==> src/rtl/writeback_arbiter_pkg.sv <==
// Shared core types for the writeback path: register address width, data width
// and the buffered result entry.
package writeback_arbiter_pkg;

    localparam int REG_ADDR_W = 5;
    localparam int XLEN       = 32;

    typedef struct packed {
        logic [REG_ADDR_W-1:0] rd;
        logic [XLEN-1:0]       data;
    } wb_entry_t;

endpackage

==> src/rtl/writeback_arbiter_fifo.sv <==
// wb_fifo: small in-order buffer for ALU results that lost the commit slot.
// Exposes per-slot destination tags so the hazard logic can see buffered writes.
module wb_fifo
    import writeback_arbiter_pkg::*;
#(
    parameter int DEPTH = 2
) (
    input  logic                        clk,
    input  logic                        rst_n,
    input  logic                        push,
    input  wb_entry_t                   push_entry,
    input  logic                        pop,
    output wb_entry_t                   head,
    output logic [2:0]                  count,
    output logic [DEPTH-1:0]            slot_valid,
    output logic [DEPTH*REG_ADDR_W-1:0] slot_rd
);

    localparam int PTR_W = $clog2(DEPTH);

    wb_entry_t        buf_mem [DEPTH];
    logic [PTR_W-1:0] wr_ptr_reg;
    logic [PTR_W-1:0] rd_ptr_reg;
    logic [2:0]       count_reg;

    // Storage carries no reset: a slot is only observed once its valid bit is set.
    always_ff @(posedge clk) begin
        if (push) begin
            buf_mem[wr_ptr_reg] <= push_entry;
        end
    end

    // Power-of-two depth, so pointer overflow is the modulo wrap.
    always_ff @(posedge clk or negedge rst_n) begin
        if (!rst_n) begin
            wr_ptr_reg <= '0;
            rd_ptr_reg <= '0;
            count_reg  <= '0;
        end else begin
            if (push) begin
                wr_ptr_reg <= wr_ptr_reg + PTR_W'(1);
            end
            if (pop) begin
                rd_ptr_reg <= rd_ptr_reg + PTR_W'(1);
            end
            count_reg <= count_reg + {2'b00, push} - {2'b00, pop};
        end
    end

    assign head  = buf_mem[rd_ptr_reg];
    assign count = count_reg;

    generate
        for (genvar gi = 0; gi < DEPTH; gi++) begin : g_slot
            logic [PTR_W-1:0] offset;
            assign offset = PTR_W'(gi) - rd_ptr_reg;
            assign slot_valid[gi] = 3'(offset) < count_reg;
            assign slot_rd[gi*REG_ADDR_W +: REG_ADDR_W] = buf_mem[gi].rd;
        end
    endgenerate

endmodule

==> src/rtl/writeback_arbiter.sv <==
// Writeback arbiter: merges load responses and ALU results into one register
// file write port, with a pending-load scoreboard for hazard detection.
module writeback_arbiter
    import writeback_arbiter_pkg::*;
#(
    parameter int ALU_FIFO_DEPTH = 2
) (
    input  logic                  clk,
    input  logic                  rst_n,
    input  logic                  alu_valid,
    output logic                  alu_ready,
    input  logic [REG_ADDR_W-1:0] alu_rd,
    input  logic [XLEN-1:0]       alu_data,
    input  logic                  mem_valid,
    output logic                  mem_ready,
    input  logic [REG_ADDR_W-1:0] mem_rd,
    input  logic [XLEN-1:0]       mem_data,
    input  logic                  load_issue,
    input  logic [REG_ADDR_W-1:0] load_issue_rd,
    input  logic [REG_ADDR_W-1:0] rs1_addr,
    input  logic [REG_ADDR_W-1:0] rs2_addr,
    output logic                  rs_hazard,
    output logic                  write_enable,
    output logic [REG_ADDR_W-1:0] address3,
    output logic [XLEN-1:0]       write_data,
    output logic [2:0]            alu_fifo_count
);

    logic                  alu_fire;
    logic                  fifo_push;
    logic                  fifo_pop;
    logic                  commit_valid;
    wb_entry_t             commit_entry;
    wb_entry_t             fifo_head;
    logic [ALU_FIFO_DEPTH-1:0]            slot_valid;
    logic [ALU_FIFO_DEPTH*REG_ADDR_W-1:0] slot_rd;
    logic [ALU_FIFO_DEPTH-1:0]            buf_hit;

    logic [31:0]           pending_reg;
    logic [31:0]           pending_next;
    logic                  write_enable_reg;
    logic [REG_ADDR_W-1:0] address3_reg;
    logic [XLEN-1:0]       write_data_reg;

    // Full blocks acceptance even when the head drains this cycle.
    assign alu_ready = alu_fifo_count < 3'(ALU_FIFO_DEPTH);
    assign mem_ready = 1'b1;
    assign alu_fire  = alu_valid && alu_ready;

    always_comb begin
        commit_valid = 1'b0;
        commit_entry = '0;
        fifo_push    = 1'b0;
        fifo_pop     = 1'b0;
        if (mem_valid) begin
            commit_valid = 1'b1;
            commit_entry = '{rd: mem_rd, data: mem_data};
            fifo_push    = alu_fire;
        end else if (alu_fifo_count != 3'd0) begin
            commit_valid = 1'b1;
            commit_entry = fifo_head;
            fifo_pop     = 1'b1;
            fifo_push    = alu_fire;
        end else if (alu_fire) begin
            commit_valid = 1'b1;
            commit_entry = '{rd: alu_rd, data: alu_data};
        end
    end

    wb_fifo #(.DEPTH(ALU_FIFO_DEPTH)) u_alu_fifo (
        .clk        (clk),
        .rst_n      (rst_n),
        .push       (fifo_push),
        .push_entry ('{rd: alu_rd, data: alu_data}),
        .pop        (fifo_pop),
        .head       (fifo_head),
        .count      (alu_fifo_count),
        .slot_valid (slot_valid),
        .slot_rd    (slot_rd)
    );

    // Clear first so a same-cycle issue to the same rd keeps the bit set.
    always_comb begin
        pending_next = pending_reg;
        if (mem_valid) begin
            pending_next[mem_rd] = 1'b0;
        end
        if (load_issue && load_issue_rd != '0) begin
            pending_next[load_issue_rd] = 1'b1;
        end
        pending_next[0] = 1'b0;
    end

    always_ff @(posedge clk or negedge rst_n) begin
        if (!rst_n) begin
            pending_reg      <= '0;
            write_enable_reg <= 1'b0;
            address3_reg     <= '0;
            write_data_reg   <= '0;
        end else begin
            pending_reg      <= pending_next;
            write_enable_reg <= commit_valid && commit_entry.rd != '0;
            if (commit_valid && commit_entry.rd != '0) begin
                address3_reg   <= commit_entry.rd;
                write_data_reg <= commit_entry.data;
            end
        end
    end

    assign write_enable = write_enable_reg;
    assign address3     = address3_reg;
    assign write_data   = write_data_reg;

    generate
        for (genvar gi = 0; gi < ALU_FIFO_DEPTH; gi++) begin : g_hit
            logic [REG_ADDR_W-1:0] rd_tag;
            assign rd_tag      = slot_rd[gi*REG_ADDR_W +: REG_ADDR_W];
            assign buf_hit[gi] = slot_valid[gi] && rd_tag != '0 &&
                                 (rd_tag == rs1_addr || rd_tag == rs2_addr);
        end
    endgenerate

    assign rs_hazard = pending_reg[rs1_addr] || pending_reg[rs2_addr] || (|buf_hit) ||
                       (write_enable_reg && (address3_reg == rs1_addr || address3_reg == rs2_addr));

endmodule

==> config.mk <==
export PLATFORM = sky130hd
export DESIGN_NAME = writeback_arbiter
export DESIGN_NICKNAME = d
export VERILOG_FILES = /design/src/rtl/writeback_arbiter_pkg.sv /design/src/rtl/writeback_arbiter_fifo.sv /design/src/rtl/writeback_arbiter.sv
export SDC_FILE = /design/constraint.sdc
export NUM_CORES = 1
export LEC_CHECK = 0
export BUFFER_PORTS_ARGS = -buffer_cell sky130_fd_sc_hd__buf_2
export CAP_MARGIN = 20
export CORE_UTILIZATION = 25
export CTS_BUF_LIST = sky130_fd_sc_hd__clkbuf_4
export DETAILED_ROUTE_END_ITERATION = 12
export GPL_ROUTABILITY_DRIVEN = 0
export HOLD_SLACK_MARGIN = 0.02
export PLACE_DENSITY = 0.39
export SYNTH_ARGS = -nofsm -noshare
export SYNTH_HDL_FRONTEND = slang
export SYNTH_SLANG_ARGS = --single-unit
==> constraint.sdc <==
create_clock -name clk -period 3.6 [get_ports clk]
set_clock_uncertainty 0.15 [all_clocks]
set_input_delay 0.72 -clock clk [delete_from_list [all_inputs] [get_ports clk]]
set_output_delay 0.72 -clock clk [all_outputs]
set_load 0.05 [all_outputs]
# ---- Word-level counts from Yosys, hierarchy flattened
# Memories as Yosys holds them, arrays and structs flattened.
# Cells that the tools add are included.
dict set report totals {
  inputBits 94
  memories 1
  out_inout_bits 44
  ff_bits 74
  ram_bits 74
  wordCells 76
}
# memory depth width rd rd_clocked_by_memory_dff write_ports line
set mem_list {}
lappend mem_list {u_alu_fifo.buf_mem 2 37 3 0 1 writeback_arbiter_fifo.sv:21} ;# wb_entry_t buf_mem [DEPTH];
dict set report op_classes {
  n_eq_ne 6
  mux 22
  n_lt_le_gt_ge 9
  reduce_logical 22
  bitwise_logic 3
  add_sub_neg 6
}
# operator n
set ops {}
lappend ops {{$mux W37} 3}
lappend ops {{$mux W32} 2}
lappend ops {{$and A32 B32 Y32} 1}
lappend ops {{$not A32 Y32} 1}
lappend ops {{$or A32 B32 Y32} 1}
lappend ops {{$eq A5 B5 Y1} 6}
lappend ops {{$lt A5 B6 Y1 const B} 4}
lappend ops {{$reduce_bool A5 Y1} 4}
lappend ops {{$mux W1} 13}
lappend ops {{$bmux W1 S5} 2}
lappend ops {{$demux W1 S5} 2}
lappend ops {{$ge A5 B1 Y1 const B} 2}
lappend ops {{$logic_and A1 B1 Y1} 10}
lappend ops {{$logic_or A1 B1 Y1} 6}
lappend ops {{$lt A1 B3 Y1} 2}
lappend ops {{$add A3 B1 Y3} 1}
lappend ops {{$lt A3 B2 Y1 const B} 1}
lappend ops {{$reduce_bool A3 Y1} 1}
lappend ops {{$sub A3 B1 Y3} 1}
lappend ops {{$add A1 B1 Y1 const B} 2}
lappend ops {{$reduce_or A2 Y1} 1}
lappend ops {{$sub A1 B1 Y1 const A} 2}

# ---- Depth between registers and ports, before layout
# Gate-level depths: netlist of the first run.
dict set report logic_depth {
  word_depth 9
  ltp_mapped 10
  depth_no_buf 8
}

# ---- Modules after synthesis
# From an unflattened synthesis of the first run, not the netlist that was laid out.
dict set report unflattened {
  hier_cells 646
  area_unflattened_um2 7657.3
}
# module n_inst cells_per_inst seq_area_each_um2 area_each_um2
set modules_own_cells {}
lappend modules_own_cells {writeback_arbiter 1 498 1726.7 4642.0}
lappend modules_own_cells {wb_fifo 1 148 2347.3 3015.4}

# ---- Least setup slack after synthesis of the first run
# No wires, ideal clock.
dict set report synth_timing {
  kind {reg-to-reg}
  from {register u_alu_fifo.count_reg[1] (netlist: u_alu_fifo.count[1])}
  to {memory u_alu_fifo.buf_mem[0][0] in the netlist's numbering (enable)}
  setup_time_ps 436
  synth_period_minus_slack_ps 4071
  path_buffers 0
  arrival_ps 3485
  stages_incl_launch_ff 6
  slack_ps -471
  required_ps 3014
  path_cell_list {dfrtp_1 -> inv_1 -> ha_1 -> nand2_1 -> a21oi_1 -> nor2b_1}
}
dict set report synth_between {
  elab_chain_len 6
  elab_cells_between_ends 7
  classes_between {order compare: 1; mux: 4; reduce/logical: 2}
}
# item line
set synth_rtl {}
lappend synth_rtl {{start: declaration} writeback_arbiter_fifo.sv:24} ;# logic [2:0] count_reg;
lappend synth_rtl {{start signal: assignment} writeback_arbiter_fifo.sv:46} ;# count_reg <= count_reg + {2'b00, push} - {2'b00, pop};
lappend synth_rtl {{$lt A3 B2 Y1 (*)} writeback_arbiter.sv:46} ;# assign alu_ready = alu_fifo_count < 3'(ALU_FIFO_DEPTH);
lappend synth_rtl {{via alu_ready} writeback_arbiter.sv:11} ;# output logic alu_ready,
lappend synth_rtl {{$logic_and A1 B1 Y1 (*)} writeback_arbiter.sv:48} ;# assign alu_fire = alu_valid && alu_ready;
lappend synth_rtl {{$mux W1} writeback_arbiter.sv:59} ;# end else if (alu_fifo_count != 3'd0) begin
lappend synth_rtl {{$mux W1 (*)} writeback_arbiter.sv:55} ;# if (mem_valid) begin
lappend synth_rtl {{$mux W1 (*)} writeback_arbiter_fifo.sv:28} ;# if (push) begin
lappend synth_rtl {{$mux W1 (implied by the code) (*)} writeback_arbiter_fifo.sv:29} ;# buf_mem[wr_ptr_reg] <= push_entry;
lappend synth_rtl {{end: declaration} writeback_arbiter_fifo.sv:21}
# The timed path passes the listed nets; every way through them passes the cells marked *.

# ---- Worst setup path after layout of the first run
dict set report layout_timing {
  from {register pending_reg[30]}
  to {output rs_hazard}
}
dict set report layout_between {
  elab_chain_len 5
  elab_cells_between_ends 7
  classes_between {mux: 4; reduce/logical: 3}
}
# item line
set layout_rtl {}
lappend layout_rtl {{start: declaration} writeback_arbiter.sv:39} ;# logic [31:0] pending_reg;
lappend layout_rtl {{start signal: assignment} writeback_arbiter.sv:101} ;# pending_reg <= pending_next;
lappend layout_rtl {{$bmux W1 S5} writeback_arbiter.sv:123} ;# assign rs_hazard = pending_reg[rs1_addr] || pending_reg[rs2_addr] || (|buf_hit) ||
lappend layout_rtl {{$mux W1 (implied by the code)} writeback_arbiter.sv:123}
lappend layout_rtl {{$logic_or A1 B1 Y1 (*) (3 in series)} writeback_arbiter.sv:123}
lappend layout_rtl {{end: declaration} writeback_arbiter.sv:22} ;# output logic rs_hazard,
# Every way passes the cells marked *; elsewhere a longest branch is shown, timed or not. The select of a mux whose other input is x is not followed.

==> results of run 1 <==
-- worst reg2reg max path, stage by stage (launching register included) --
cell and delay, ns:
dfrtp_1 0.44, inv_1 0.10, ha_1 0.28, nand2_1 0.17, nor3b_4 0.11, a221oi_1 0.46, nand4_1 0.22, nor2_4 0.24
buf_12 0.29, mux2_1 0.37
-- how the worst max path moves through the flow --
stage / start / end / cells after the start
after floorplan: u_alu_fifo.count[1] / u_alu_fifo.buf_mem[0][0] / 5
after global placement: rs1_addr[0] / rs_hazard / 7
after detailed placement: rs1_addr[0] / rs_hazard / 7
after CTS: pending_reg[31] / rs_hazard / 5
after global routing: pending_reg[31] / rs_hazard / 5
final: pending_reg[30] / rs_hazard / 5
-- cells in the mapped netlist (2+ instances only) --
library cell,number,area [sq um]
a21bo_1,4,40.0
a21oi_1,2,10.0
a221o_1,32,320
a221oi_1,5,43.8
a311oi_1,2,17.5
a31oi_1,2,12.5
buf_1,4,15.0
buf_2,9,45.0
buf_6,3,33.8
clkbuf_1,18,67.6
dfrtp_1,74,1850
edfxtp_1,74,2220
ha_1,3,37.5
inv_1,8,30.0
inv_2,2,7.51
mux2_1,18,203
mux2_2,2,22.5
mux2_4,14,210
mux2i_1,45,450
mux4_2,12,270
nand2_1,9,33.8
nand3_1,10,50.1
nand3b_1,11,82.6
nand4_1,4,25.0
nor2_1,39,146
nor2b_1,4,25.0
nor3_1,7,35.0
nor3b_1,3,22.5
o21ai_0,49,245
o21ai_1,15,75.1
o22ai_1,2,12.5
or3_1,3,18.8
or3b_2,4,35.0
xnor2_1,24,210
xor2_1,9,78.8
-- area by class of cell --
cell class,instances,area [sq um]
repair buffers,148,833
multi-input cells,349,2900
clock inverters,15,206
clock buffers,17,128
diodes,4,10.0
well taps,378,473
flip-flops and latches,148,4080
fillers,2896,19300
inverters,10,37.5
-- report_power, final --
part / switching, mW / total [mW] / internal, mW
Sequential: 0.264 / 2.42 / 2.15
Clock: 0.718 / 1.24 / 0.519
Combinational: 1.36 / 2.14 / 0.777
-- kinds of logic (layout without fill, tap and decap cells) --
group	count (synthesis)	count (layout)	share of synthesized area (%)
AOI/OAI and AO/OA	120	120	11.7
xor gates and xnor gates	33	33	4.03
adders and majority gates	4	4	0.804
buffers and inverters	45	190	2.88
DFF	148	148	56.9
muxes	91	91	16.1
other	1	5	0.0524
and+or+nand+nor	100	100	7.48
-- layout by cell type (no fill, tap or decap), drive strengths merged, types with 2 or more instances in the layout --
| cell type | n |
|---|---|
| xnor2 | 24 |
| nor3 | 8 |
| inv | 21 |
| or3b | 4 |
| bufinv | 3 |
| a221o | 32 |
| nand2 | 9 |
| nand4 | 4 |
| mux2 | 34 |
| ha | 3 |
| or2 | 2 |
| nor2 | 39 |
| or3 | 3 |
| nor3b | 4 |
| o21ai | 64 |
| a21bo | 4 |
| xor2 | 9 |
| a31oi | 2 |
| nand3b | 11 |
| buf | 147 |
| a221oi | 6 |
| o22ai | 2 |
| mux4 | 12 |
| diode | 4 |
| nor2b | 4 |
| edfxtp | 74 |
| nand3 | 10 |
| mux2i | 45 |
| a311oi | 2 |
| a21oi | 2 |
| dfrtp | 74 |
| clkbuf | 17 |
-- metal layers --
metal / share of wire [%] / vias to the layer above / track usage (%)
li1: - / 2336 / -
met1: 47 / 2579 / 20.0
met2: 46 / 205 / 23.5
met3: 6.3 / 27 / 3.68
met4: 1.4 / 2 / 4.81
met5: 0.038 / - / 0
-- stage by stage --
step / cell area (sq um) / std cells
finish: 8660 / 1069
global route: 8660 / 1067
CTS: 8610 / 1063
detailed placement: 8280 / 1031
global placement: 8280 / 1031
floorplan: 7170 / 542
==> results.tsv, run 1 <==
metric	value	unit
power_density	669	nW/um^2
wl_per_cell	19.6	um
core_area	28000	sq um
reg2reg_depth	9	
dr.pass1.iters	6	
die_height	171	um
reg2reg_from	u_alu_fifo.count[1]	
port-buffer-count	136	
crit_path_start_kind	register	
cts_resized	0	
cts_hold_buf	0	
ys.flop_type	edfxtp_1	
min_to	u_alu_fifo.buf_mem[1][20]	
die-width	171	um
wl	21.0	mm
largest_reg_flops	74	
ys_warn_count	0	
grt_start_max_net_pins	75	
cp-end-kind	output pin	
syn_avg_cell_area	13.2	sq um
hold_slack	0.200	ns
cap_violations	0	
async_reset_ff_share	50.0	%
rows	61	
min_path_type	primary input to register	
seq_area_frac_synth	56.9	%
vias	5149	
cts_root_buf	clkbuf_4	
drive_above_1_share	32.2	%
tightest_slew	0.645	ns
crit_required	2.73	ns
post_cts_buffers	0	
fin_setup_tns	0	ns
cts_num_sinks	148	
first_iter_violations	454	
run_status	completed	
clkLatencyLatePin	0.56	ns
dp_hpwl	14.2	mm
rrSetupSlack	0.64	ns
grt_pass1_wl	32.3	mm
period_needed	3.27	ns
finalSetupViolations	0	
ys_ff_latch	148	
grt_use_total	14.9	%
min-delay-start	alu_data[20]	
postRouteAntennaNets	0	
path_clk_slew	0.16	ns
fin_crit_sh	90.8	%
drv_slew	0	
h-tree-depth	4	
cts_buffers	17	
first_global_vias	5338	
p_leak	3.48	nW
rsz0062_at_grt	false	
start_util	25.6	%
cts_buffer_depth	2	
grt_antenna_before_repair	4	
reg2reg_to	write_data[6]	
slowest_delay	0.47	ns
post-route-util	30.9	%
netlist_area	7160	sq um
p_total	5.79	mW
path_class	register to output pin	
hold_violations	0	
synth_cell_types	51	
relSlewSlack	57.0	%
finalWorstSetupSlack	0.330	ns
grt_overflow	0	
crit_fanout	3	
crit_family	multiplexers	
post-place-ws	0.330	ns
path_cells	mux4_2 > mux2_2 > a311oi_1 > nand4_1 > buf_2	
syn-num-nets	640	
nNetsFinal	772	
avgViaCountPerCell	4.82	
synth_edf_count	74	
syn_to_final_growth	20.9	%
path_buf_inv	1	
arrival	2.40	ns
cp_slowest_cell	dfrtp_1	
ioPinCount	138	
whs_path_depth	1	
cts_tree	built	
dieArea	29300	sq um
drc	0	
synthCells	542	
ir_worst_vdd	267	uV
fmax	0.306	GHz
(Power assumes the default switching activity.)
==> inputs of run 2 (changes only) <==
- SYNTH_HIERARCHICAL: default -> 1
==> run 2 against run 1 <==
Sequential cell count unchanged. Critical path depth is 2 higher. Via count up 8.0%. Setup slack got worse by 0.059 ns. Sequential share of layout area is 1.7 points lower. Count of clock-buffer cells in the layout rose by 2. Synthesized cell count grew 19%. Final cell count is 9.3% higher. Wire length is 7.6% higher. Total power fell by 0.52%. Sequential power about the same. Clock power fell by 17%. Largest power group unchanged.
==> results.tsv, run 2 <==
metric	value	unit	change
run_status	completed		unchanged
post_cts_buffers	0		unchanged
slowest_delay	0.54	ns	was 0.47 ns
hold_violations	0		unchanged
grt_antenna_before_repair	5		was 4
rrSetupSlack	0.70	ns	was 0.64 ns
cap_violations	0		unchanged
synth_largest_area_cell	edfxtp_1		unchanged
fin_setup_tns	0	ns	unchanged
synth-compound-area-share	11.4	%	was 11.7%
synth_top_family_by_area	multiplexers		unchanged
rows	63		was 61
crit_family	compound AO/OA/AOI/OAI gates		was multiplexers
reg2reg_to	write_data[8]		was write_data[6]
seq_area_frac_synth	53.2	%	was 56.9%
grt.busiest_layer	met2		unchanged
first_iter_violations	372		was 454
use_met3	3.76	%	was 3.68%
clkLatencyLatePin	0.53	ns	was 0.56 ns
ff_latch_area	4080	sq um	unchanged
dr.pass1.iters	5		was 6
drv_slew	0		unchanged
ioPinCount	138		unchanged
largest_reg_flops	74		unchanged
multi_input_area	3250	sq um	was 2900 sq um
start_util	25.6	%	about the same
vias	5563		was 5149
cts_buffers	17		unchanged
die-width	177	um	was 171 um
use_met1	19.6	%	was 20.0%
drc	0		unchanged
synth.area.mux_share	15.7	%	was 16.1%
relSlewSlack	60.5	%	was 57.0%
syn-num-nets	744		was 640
nNetsFinal	860		was 772
h-tree-depth	4		unchanged
crit_path_start_kind	primary input		was register
synth_cell_types	61		was 51
fmax	0.300	GHz	was 0.306 GHz
ys.flop_type	edfxtp_1		unchanged
path_clk_slew	0.15	ns	was 0.16 ns
ir_worst_vdd	347	uV	was 267 uV
synth_common_cells	o21ai_0 (98), dfrtp_1 (74), edfxtp_1 (74), nand2_1 (45), mux2_2 (41)		was dfrtp_1 (74), edfxtp_1 (74), o21ai_0 (49), mux2i_1 (45), nor2_1 (39)
cp_slowest_cell	mux4_2		was dfrtp_1
post-place-ws	0.290	ns	was 0.330 ns
power_density	641	nW/um^2	was 669 nW/um^2
crit_fanout	7		was 3
crit_required	2.73	ns	about the same
tightest_slew	0.577	ns	was 0.645 ns
drive_above_1_share	34.7	%	was 32.2%
cts_buffer_depth	2		unchanged
syn_to_final_growth	17.4	%	was 20.9%
cts_tree	built		unchanged
port-buffer-count	136		unchanged
reg2reg_from	u_alu_fifo/count[1]		was u_alu_fifo.count[1]
min_to	u_alu_fifo/buf_mem[0][4]		was u_alu_fifo.buf_mem[1][20]
finalWorstSetupSlack	0.272	ns	was 0.330 ns
finalSetupViolations	0		unchanged
whs_path_depth	1		unchanged
wl_per_cell	19.3	um	was 19.6 um
cp_common_cell	buf_2		
path_cells	buf_2 > mux4_2 > a22oi_1 > o211ai_1 > a311oi_1 > nand4_1 > buf_2		was mux4_2 > mux2_2 > a311oi_1 > nand4_1 > buf_2
ys_ff_latch	148		unchanged
mostFrequentLayoutCells	buf_2 (135), o21ai_0 (98), edfxtp_1 (74)		was buf_2 (135), edfxtp_1 (74), dfrtp_1 (73)
p_leak	3.68	nW	was 3.48 nW
avgViaCountPerCell	4.76		was 4.82
synthAdderAreaFrac	0.752	%	was 0.803%
grt_pass1_wl	34.8	mm	was 32.3 mm
cts_num_sinks	148		unchanged
fin_crit_sh	92.5	%	was 90.8%
reg2reg_depth	7		was 9
synth-xor-area-share	3.77	%	was 4.03%
cts_root_buf	clkbuf_4		unchanged
dp_hpwl	15.6	mm	was 14.2 mm
min-delay-start	alu_data[4]		was alu_data[20]
final_common_cell	buf_2		unchanged
postRouteAntennaNets	0		unchanged
synth_edf_count	74		unchanged
dieArea	31300	sq um	was 29300 sq um
grt_overflow	0		unchanged
cp-end-kind	output pin		unchanged
grt_start_max_net_pins	75		unchanged
min_path_type	primary input to register		unchanged
async_reset_ff_share	50.0	%	unchanged
synthSimpleGateAreaFrac	10.5	%	was 7.48%
arrival	2.46	ns	was 2.40 ns
wl	22.6	mm	was 21.0 mm
synth_top_area_share	29.0	%	was 31.0%
synth_area_leaders	edfxtp_1 (29%), dfrtp_1 (24%), o21ai_0 (6.4%)		was edfxtp_1 (31%), dfrtp_1 (26%), mux2i_1 (6.3%)
period_needed	3.33	ns	was 3.27 ns
syn_avg_cell_area	11.9	sq um	was 13.2 sq um
first_global_vias	5858		was 5338
rsz0062_at_grt	false		unchanged
die_height	177	um	was 171 um
netlist_area	7660	sq um	was 7160 sq um
path_buf_inv	2		was 1
fillers	3058		was 2896
core_area	29900	sq um	was 28000 sq um
path_class	primary input to output pin		was register to output pin
met2_usage	24.3	%	was 23.5%
ys_warn_count	6		was 0
yosysMostFrequentCell	o21ai_0		
grt_use_total	14.8	%	was 14.9%
synthCells	646		was 542
run 2: changes by cell type after synthesis, sizes merged, moves of 7 or more:
cell and delta:
mux2 +39, mux2i -37, o21ai +37, nand2 +36, a221o -32, and3 +32
a21oi +30, nor2 -26, clkbuf +11, buf +7
run 2: per-layer routing:
layer | vias up | routed length (um)
met4 | 6 | 249
met3 | 28 | 1250
met2 | 171 | 10700
met5 | - | 37
li1 | 2602 | -
met1 | 2756 | 10300
run 2: kinds of logic (layout without fill, tap and decap cells):
| logic type | after synthesis | after routing |
|---|---|---|
| buf+inv | 67 | 196 |
| simple gates | 146 | 146 |
| other cells | 1 | 4 |
| mux | 90 | 90 |
| fa+ha+maj | 4 | 4 |
| flops | 148 | 148 |
| compound gates | 157 | 157 |
| xor+xnor | 33 | 33 |
run 2: worst max path at each step:
stage,cells after the start,end,from
3_3_place_gp,7,rs_hazard,rs2_addr[1]
3_5_place_dp,7,rs_hazard,rs2_addr[1]
2_1_floorplan,6,rs_hazard,rs2_addr[1]
4_1_cts,6,rs_hazard,pending_reg[15]
5_1_grt,5,rs_hazard,pending_reg[7]
6_report,7,rs_hazard,rs2_addr[1]
run 2: worst reg2reg max path, delay by kind of cell, from the launching register on:
family,cells,cell delay (ns)
buffers and inverters,2,0.49
and+or+nand+nor,3,1.07
DFF,1,0.55
AOI/OAI and AO/OA,1,0.20
muxes,1,0.35
run 2: through the flow:
stage                     hold WS, ns  utilization [%]  cell area (sq um)  total power, mW  std cells
after floorplan                 0.274                -               7660             4.11        646
after global placement          0.316             29.0               8670             4.75       1131
after detailed placement        0.326             29.0               8670             4.79       1131
after CTS                       0.161             29.9               8940             5.84       1163
after global routing            0.144             30.1               8980             6.13       1166
final                           0.217             30.1               8990             5.76       1168
run 2: where the power goes:
group          total, mW  internal, mW  leakage [nW]  switching [mW]
sequential          2.43          2.13          1.56           0.293
combinational       2.31         0.858          1.98            1.45
clock               1.03         0.368         0.139           0.657
run 2: final cells by class:
cell class | count | share of cell area (%)
clock buffers | 19 | 1.59
flip-flops and latches | 148 | 45.3
diodes | 3 | 0.0835
well taps | 390 | 5.43
clock inverters | 13 | 1.39
multi-input cells | 431 | 36.1
inverters | 14 | 0.613
repair buffers | 150 | 9.44
run 2: repair_timing:
action	CTS	global route
endpoints found under the setup margin	0	0
hold endpoints to repair	0	11
hold buffers	0	1
gates resized for setup	0	0
==> inputs of run 3 (changes only) <==
--- a/config.mk
+++ b/config.mk
@@ -6,5 +6,5 @@
 export NUM_CORES = 1
 export LEC_CHECK = 0
-export BUFFER_PORTS_ARGS = -buffer_cell sky130_fd_sc_hd__buf_2
+export BUFFER_PORTS_ARGS = -buffer_cell sky130_fd_sc_hd__buf_4
 export CAP_MARGIN = 20
 export CORE_UTILIZATION = 25
--- a/constraint.sdc
+++ b/constraint.sdc
@@ -3,3 +3,3 @@
 set_input_delay 0.72 -clock clk [delete_from_list [all_inputs] [get_ports clk]]
 set_output_delay 0.72 -clock clk [all_outputs]
-set_load 0.05 [all_outputs]
+set_load 0.02 [all_outputs]
==> run 3 against run 2 <==
Total power fell by 3.6%. Clock power grew 6%. Register-to-register slack got worse by 0.06 ns. Global-route usage fell by 0.11 points. Combinational power fell by 12%. Count of clock-buffer cells in the layout is 1 lower. Wire length fell by 0.53%. Critical path type is now register to output pin. Critical endpoint unchanged.
==> results.tsv, run 3 (synthesized netlist as in run 2, its figures left out) <==
metric	value	unit	change
run_status	completed		unchanged
fin_setup_tns	0	ns	unchanged
multi_input_area	3250	sq um	unchanged
cts_buffers	17		unchanged
path_clk_slew	0.15	ns	about the same
cts_root_buf	clkbuf_4		unchanged
post_cts_buffers	0		unchanged
wl	22.5	mm	was 22.6 mm
p_int	3.53	mW	was 3.36 mW
first_global_vias	5706		was 5858
cts_num_sinks	148		unchanged
grt_start_max_net_pins	53		was 75
fmax	0.305	GHz	was 0.300 GHz
placed_area	8980	sq um	was 8670 sq um
cp-end-kind	output pin		unchanged
fillers	3032		was 3058
grt_use_total	14.7	%	was 14.8%
vias	5485		was 5563
combPwrFrac	36.6	%	was 40.1%
net-switching-power	2.03	mW	was 2.40 mW
dr.pass1.iters	6		was 5
cts_buffer_depth	2		unchanged
grt_antenna_before_repair	2		was 5
crit_fanout	3		was 7
rrSetupSlack	0.64	ns	was 0.70 ns
period_needed	3.28	ns	was 3.33 ns
avgViaCountPerCell	4.72		was 4.76
crit_path_start_kind	register		was primary input
h-tree-depth	4		unchanged
die_height	177	um	unchanged
port-buffer-count	136		unchanged
drv_slew	0		unchanged
reg2reg_to	write_data[11]		was write_data[8]
largest_reg_flops	74		unchanged
grt_overflow	0		unchanged
drc	0		unchanged
arrival	2.41	ns	was 2.46 ns
cap_violations	0		unchanged
pwr-share-clk	19.7	%	was 17.8%
relSlewSlack	48.6	%	was 60.5%
grt_pass1_wl	34.3	mm	was 34.8 mm
core_area	29900	sq um	unchanged
power_density	599	nW/um^2	was 641 nW/um^2
ff_latch_area	4080	sq um	unchanged
mostFrequentLayoutCells	buf_4 (144), o21ai_0 (98), edfxtp_1 (74)		was buf_2 (135), o21ai_0 (98), edfxtp_1 (74)
cts_resized	0		unchanged
die-width	177	um	unchanged
postRouteAntennaNets	0		unchanged
min_path_type	primary input to async pin		was primary input to register
crit_required	2.73	ns	about the same
final_area	9280	sq um	was 8990 sq um
first_iter_violations	354		was 372
path_class	register to output pin		was primary input to output pin
syn_to_final_growth	21.1	%	was 17.4%
hold_violations	0		unchanged
finalSetupViolations	0		unchanged
swShare	36.4	%	was 41.7%
nNetsFinal	856		was 860
wl_per_cell	19.3	um	about the same
rsz0062_at_grt	false		unchanged
dieArea	31300	sq um	unchanged
ir_worst_vdd	254	uV	was 347 uV
start_util	25.6	%	unchanged
cts_hold_buf	0		unchanged
fin_crit_sh	91.1	%	was 92.5%
rows	63		unchanged
final_common_cell	buf_4		was buf_2
clkLatencyLatePin	0.54	ns	was 0.53 ns
cts_tree	built		unchanged
ioPinCount	138		unchanged
reg2reg_from	u_alu_fifo/count[1]		unchanged
p_leak	3.78	nW	was 3.68 nW
tightest_slew	0.770	ns	was 0.577 ns
dp_hpwl	15.5	mm	was 15.6 mm
reg2reg_depth	6		was 7
power_frac_seq	43.7	%	was 42.1%
drive_above_1_share	34.4	%	was 34.7%
==> run 3: per-stage QoR <==
step | cells | hold slack [ns] | utilization (%) | power [mW] | setup WS (ns)
floorplan | 646 | 0.274 | - | 3.73 | 0.315
finish | 1163 | 0.0597 | 31.0 | 5.56 | 0.319
CTS | 1161 | 0.0440 | 31.0 | 5.64 | 0.264
global placement | 1129 | 0.326 | 30.1 | 4.50 | 0.365
detailed placement | 1129 | 0.334 | 30.1 | 4.53 | 0.336
global route | 1163 | 0.0756 | 31.0 | 5.91 | 0.204
==> run 3: cell type report <==
class / count / share of cell area (%)
multi-input cells: 431 / 35.0
well taps: 390 / 5.26
clock buffers: 18 / 1.46
clock inverters: 14 / 1.62
inverters: 14 / 0.594
diodes: 2 / 0.0540
repair buffers: 146 / 12.1
flip-flops and latches: 148 / 43.9
==> run 3: how the worst max path moves through the flow <==
stage	from	to	slack [ns]	cells after the start
final	pending_reg[14]	rs_hazard	0.32	6
after global routing	pending_reg[15]	rs_hazard	0.20	6
after CTS	pending_reg[15]	rs_hazard	0.26	6
after detailed placement	rs2_addr[1]	rs_hazard	0.34	7
after global placement	rs1_addr[0]	rs_hazard	0.36	6
after floorplan	mem_valid	u_alu_fifo/buf_mem[0][0]	0.32	6
==> run 3: metal layers <==
| layer | up-vias | global-route usage (%) | part of all wire [%] |
|---|---|---|---|
| met5 | - | 0 | 0.058 |
| met2 | 158 | 23.6 | 47 |
| met3 | 16 | 3.76 | 6.5 |
| met4 | 2 | 4.71 | 1.1 |
| li1 | 2599 | - | - |
| met1 | 2710 | 19.3 | 46 |
==> run 3: power groups by stage <==
stage          combinational, mW  clock, mW  sequential, mW
3_5_place_dp                2.06          0            2.46
4_1_cts                     2.07       1.14            2.43
6_report                    2.04       1.09            2.43
2_1_floorplan               1.20          0            2.54
3_3_place_gp                2.03          0            2.46
5_1_grt                     2.22       1.20            2.48
==> run 3: worst max-delay path, stage by stage, from the launching register on <==
cell	delay (ns)
dfrtp_1	0.47
mux4_2	0.50
a22oi_1	0.16
o211ai_1	0.11
a311oi_1	0.27
nand4_1	0.15
buf_4	0.19
